[src/rtl/dscan_pkg.sv]
// dscan_pkg: shared constants and width helpers for the display scanner.
// Optional feature macro: DSCAN_BRIGHT_EN (brightness control).
package dscan_pkg;

  localparam int DIG_MAX  = 16;
  localparam int SLOT_MAX = 256;

  localparam logic [DIG_MAX-1:0] SA_OFF = '1;

  function automatic int clog2(input int v);
    int r;
    r = 0;
    for (int i = 0; i < 31; i++) begin
      if ((1 << i) < v) r = i + 1;
    end
    return r;
  endfunction

  function automatic int t_w(input int slots);
    return clog2(slots);
  endfunction

  function automatic int d_w(input int n);
    return clog2(n);
  endfunction

endpackage

[src/rtl/dscan_slot_timer.sv]
// dscan_slot_timer: tick/digit scan counters and frame-wrap strobe.
// Advances only on i_tick; wrap strobe is combinational from state.
module dscan_slot_timer
  import dscan_pkg::*;
#(
  parameter int N_DIGITS   = 4,
  parameter int SLOT_TICKS = 16,
  localparam int TW = t_w(SLOT_TICKS),
  localparam int DW = d_w(N_DIGITS)
) (
  input  logic          CLK,
  input  logic          RESET,
  input  logic          i_tick,
  output logic [TW-1:0] o_t,
  output logic [DW-1:0] o_d,
  output logic          o_wrap
);

  logic [TW-1:0] r_t;
  logic [DW-1:0] r_d;
  logic          w_t_last;
  logic          w_d_last;

  assign w_t_last = (r_t == TW'(SLOT_TICKS - 1));
  assign w_d_last = (r_d == DW'(N_DIGITS - 1));

  always_ff @(posedge CLK) begin
    if (RESET) begin
      r_t <= '0;
      r_d <= '0;
    end else if (i_tick) begin
      r_t <= w_t_last ? '0 : r_t + TW'(1);
      if (w_t_last) begin
        r_d <= w_d_last ? '0 : r_d + DW'(1);
      end
    end
  end

  assign o_t    = r_t;
  assign o_d    = r_d;
  assign o_wrap = i_tick & w_t_last & w_d_last;

endmodule

[src/rtl/dscan_mux.sv]
// dscan_mux: N-digit multiplexed display scanner with per-frame shadowing.
// Brightness control is built only when DSCAN_BRIGHT_EN is defined.
module dscan_mux
  import dscan_pkg::*;
#(
  parameter int N_DIGITS   = 4,
  parameter int SEG_W      = 8,
  parameter int SLOT_TICKS = 16,
  localparam int BR_W = clog2(SLOT_TICKS)
) (
  input  logic                      CLK,
  input  logic                      RESET,
  input  logic                      ENABLE,
  input  logic [N_DIGITS*SEG_W-1:0] D,
  input  logic [N_DIGITS-1:0]       DIG_EN,
  input  logic [BR_W-1:0]           BRIGHT,
  output logic [N_DIGITS-1:0]       SA,
  output logic [SEG_W-1:0]          L,
  output logic                      FRAME
);

  localparam int DW = d_w(N_DIGITS);

  logic [BR_W-1:0] w_t;
  logic [DW-1:0]   w_d;
  logic            w_wrap;

  dscan_slot_timer #(
    .N_DIGITS  (N_DIGITS),
    .SLOT_TICKS(SLOT_TICKS)
  ) u_timer (
    .CLK   (CLK),
    .RESET (RESET),
    .i_tick(ENABLE),
    .o_t   (w_t),
    .o_d   (w_d),
    .o_wrap(w_wrap)
  );

  // Shadows follow inputs through reset so frame 0 shows release data.
  logic                      w_load;
  logic [N_DIGITS*SEG_W-1:0] r_d_sh;
  logic [N_DIGITS-1:0]       r_en_sh;
  logic [BR_W-1:0]           w_br_eff;

  assign w_load = RESET | w_wrap;

  always_ff @(posedge CLK) begin
    if (w_load) begin
      r_d_sh  <= D;
      r_en_sh <= DIG_EN;
    end
  end

`ifdef DSCAN_BRIGHT_EN
  logic [BR_W-1:0] r_br_sh;

  always_ff @(posedge CLK) begin
    if (w_load) begin
      r_br_sh <= BRIGHT;
    end
  end

  assign w_br_eff = r_br_sh;
`else
  logic w_unused_br;

  assign w_unused_br = ^BRIGHT;
  assign w_br_eff    = BR_W'(SLOT_TICKS - 1);
`endif

  logic [SEG_W-1:0]    w_seg;
  logic                w_dig_on;
  logic                w_lit;
  logic [N_DIGITS-1:0] w_sa_sel;
  logic [N_DIGITS-1:0] w_sa_nxt;

  assign w_seg    = r_d_sh[int'(w_d)*SEG_W +: SEG_W];
  assign w_dig_on = r_en_sh[w_d];
  assign w_lit    = (w_t != '0) && (w_t <= w_br_eff) && w_dig_on;
  assign w_sa_sel = ~(N_DIGITS'(1) << w_d);
  assign w_sa_nxt = w_lit ? w_sa_sel : SA_OFF[N_DIGITS-1:0];

  logic [N_DIGITS-1:0] r_sa;
  logic [SEG_W-1:0]    r_l;
  logic                r_frame;

  always_ff @(posedge CLK) begin
    if (RESET) begin
      r_sa    <= SA_OFF[N_DIGITS-1:0];
      r_l     <= '0;
      r_frame <= 1'b0;
    end else begin
      r_sa    <= w_sa_nxt;
      r_frame <= w_wrap;
      if (w_t == '0) begin
        r_l <= w_seg;
      end
    end
  end

  assign SA    = r_sa;
  assign L     = r_l;
  assign FRAME = r_frame;

endmodule
[config.mk]
export PLATFORM = sky130hd
export DESIGN_NAME = dscan_mux
export DESIGN_NICKNAME = d
export VERILOG_FILES = /design/src/rtl/dscan_pkg.sv /design/src/rtl/dscan_slot_timer.sv /design/src/rtl/dscan_mux.sv
export SDC_FILE = /design/constraint.sdc
export NUM_CORES = 1
export LEC_CHECK = 0
export ABC_CLOCK_PERIOD_IN_PS = 2200
export CORE_UTILIZATION = 43
export DETAILED_ROUTE_END_ITERATION = 7
export HOLD_SLACK_MARGIN = 0.15
export PLACE_DENSITY = 0.75
export REMOVE_ABC_BUFFERS = 1
export SETUP_SLACK_MARGIN = 0.3
export SLEW_MARGIN = 30
export SYNTH_ARGS = -nofsm -noshare
export SYNTH_HDL_FRONTEND = slang
export SYNTH_SLANG_ARGS = --single-unit
[constraint.sdc]
create_clock -name CLK -period 2.2 [get_ports CLK]
set_input_delay 0.44 -clock CLK [delete_from_list [all_inputs] [get_ports CLK]]
set_output_delay 0.44 -clock CLK [all_outputs]
set_load 0.01 [all_outputs]
==> impl_metrics.tcl <==
set metrics [dict create \
    outcome "finished, final reports clean" \
    mostFrequentLayoutCells "clkdlybuf4s50_1 (51), edfxtp_1 (36), nand2_1 (25)" \
    post_cts_resize_count 0 \
    startpoint_type "register" \
    pre_cts_slack_ps 269 \
    rsz0062_at_grt "false" \
    power-per-cell-area_nw_per_um2 735 \
    yosys-top-cells-area "edfxtp_1 (51%), dfxtp_1 (18%), mux4_2 (8.6%), nand2_1 (4.5%), ha_1 (3.6%)" \
    dieHeight_um 72 \
    port-buffer-count 51 \
    finalSetupViolCount 0 \
    worst-path-max-fanout 36 \
    crit_arrival_ps 1700 \
    drcViolationCount 0 \
    synth.distinct_cells 26 \
    antennaDiodeCount 0 \
    top_usage_layer "met2" \
    viasPerCell 4.75 \
    place_inst 251 \
    worstSetupPathType "register to register" \
    postSynth.asyncResetShare_pct 0 \
    hpwl_um 2570 \
    cts_max_path_buffers 2 \
    cap_viol_max_count 0 \
    synth_warnings 0 \
    firstDrtPassIters 4 \
    synth_edf_count 36 \
    end_kind "register" \
    max_freq_ghz 0.590 \
    ctsHtreeMaxLevel 2 \
    vias 1229 \
    root_buffer "clkbuf_8" \
    gp_routability_congestion 0.770 \
    grt_pass1_wl_um 6020 \
    ir_drop_v 0.000375 \
    num-nets-final 240 \
    met1_usage_pct 19.6 \
    slew_headroom_pct 70.2 \
    grtUsageTotal_pct 15.5 \
    initial_core_util_pct 44.6 \
    coreArea_sq_um 4720 \
    cts.sinks 55 \
    fin_ws_ps 504 \
    rows 25 \
    numCtsBuffers 5 \
    ant_nets 0 \
    clkTransAtPathRegs_ps 100 \
    dpl_cell_area_sq_um 2710 \
    grt_start_max_net_pins 37 \
    final_common_cell "clkdlybuf4s50_1" \
    finClkSkew_ps 10.5 \
    die-area_sq_um 5180 \
    fin_area_sq_um 2820 \
    p_leak_uw 0.000987 \
    ys_ff_latch 55 \
    synth_area_sq_um 2110 \
    synth_cells 135 \
    grt_antenna_before_repair 0 \
    hold_violations 0 \
    tightest_slew_ps 447 \
    grt_use_met2_pct 25.7 \
    clock_latency_ps 310 \
    post_cts_buffers 0 \
    die_w_um 72 \
    seq_area_frac_synth_pct 69.4 \
    cts_tree "done" \
    holdBufCountCts 0 \
    yosysTopAreaCell "edfxtp_1" \
    final_cells 259 \
    synth_top_area_share_pct 51.3 \
    ys.flop_type "edfxtp_1" \
    globalRouteOverflowTotal 0 \
    hp-class "register to register" \
    grt_pass1_vias 1318 \
    drv_slew 0 \
    p_total_uw 2080 \
    drtIter0Drc 108 \
    use_met3_pct 4.17 \
    syn2layout_area_growth_pct 34.0 \
    syn_avg_cell_area_sq_um 15.6 \
    min_period_over_period_pct 77.1 \
    io_pins 56 \
    hold_slack_ps 484 \
    layout_min_cycle_time_ps 1700 \
    required_ps 2200 \
    drive_gt1_share_pct 15.6 \
    routed_wl_um 3580 \
    post_drt_wl_per_cell_um 13.8 \
]
[worst paths after layout]
| check | from | to | slack (ps) | depth (start not counted) |
|---|---|---|---|---|
| max | u_timer.o_t[0]$_SDFFE_PP0P_ | r_d_sh[24]$_DFFE_PP_ | 500 | 5 |
| min | L[2]$_SDFFE_PP0N_ | L[2]$_SDFFE_PP0N_ | 480 | 2 |
| max reg2reg | u_timer.o_t[0]$_SDFFE_PP0P_ | r_d_sh[24]$_DFFE_PP_ | 500 | 5 |
| min reg2reg | L[2]$_SDFFE_PP0N_ | L[2]$_SDFFE_PP0N_ | 480 | 2 |
[synth_stat cells, types with 2 or more instances]
| library cell | number |
|---|---|
| a21oi_2 | 7 |
| ha_1 | 6 |
| buf_2 | 5 |
| nand2_1 | 25 |
| nor2_1 | 4 |
| inv_1 | 4 |
| a21oi_1 | 4 |
| mux4_2 | 8 |
| nor3_1 | 2 |
| edfxtp_1 | 36 |
| dfxtp_1 | 19 |
[flip-flops by register name, summed over array words and instances (netlist names)]
register and cells:
r_d_sh 32, r_en_sh 4, SA 4, u_timer.o_t 4, L 8, u_timer.o_d 2
FRAME 1
[cell type report]
cell class,instances,area (sq um)
clock buffer,7,108
timing repair buffer,56,561
tap,67,83.8
inverter,4,15.0
sequential,55,1460
multi-input combinational,69,591
fill,355,1900
clock inverter,1,5.00
[kinds of logic after synthesis]
kind of cell | synth area share (%)
flip-flops | 69.4
AND/OR/NAND/NOR | 9.09
AO/OA/AOI/OAI | 4.28
buffers and inverters | 2.61
multiplexers | 10.3
adder cells (fa/ha/maj) | 3.56
XOR/XNOR | 0.832
[power breakdown]
group	leakage, uW	total, uW	internal [uW]	switching [uW]
clock	0.0000594	643	323	320
combinational	0.000419	226	138	88.1
sequential	0.000508	1210	1180	28.5
total	0.000987	2080	1640	436
[through the flow]
stage,setup TNS [ps],util (%)
3_3_place_gp,0,57.4
4_1_cts,0,59.8
5_1_grt,0,59.8
6_report,0,59.8
3_5_place_dp,0,57.4
2_1_floorplan,-2350,-
[worst max-delay path: stages (launching register included)]
cell	delay, ps
dfxtp_1	430
ha_1	240
and4_1	270
nand2_1	90
nand2b_1	120
buf_12	220
[metal layers]
metal / routed length, um / part of all wire, %
met1: 1530 / 43
met2: 1790 / 50
met3: 232 / 6.5
met4: 24 / 0.67
met5: 0 / 0
(Power assumes the default switching activity.)
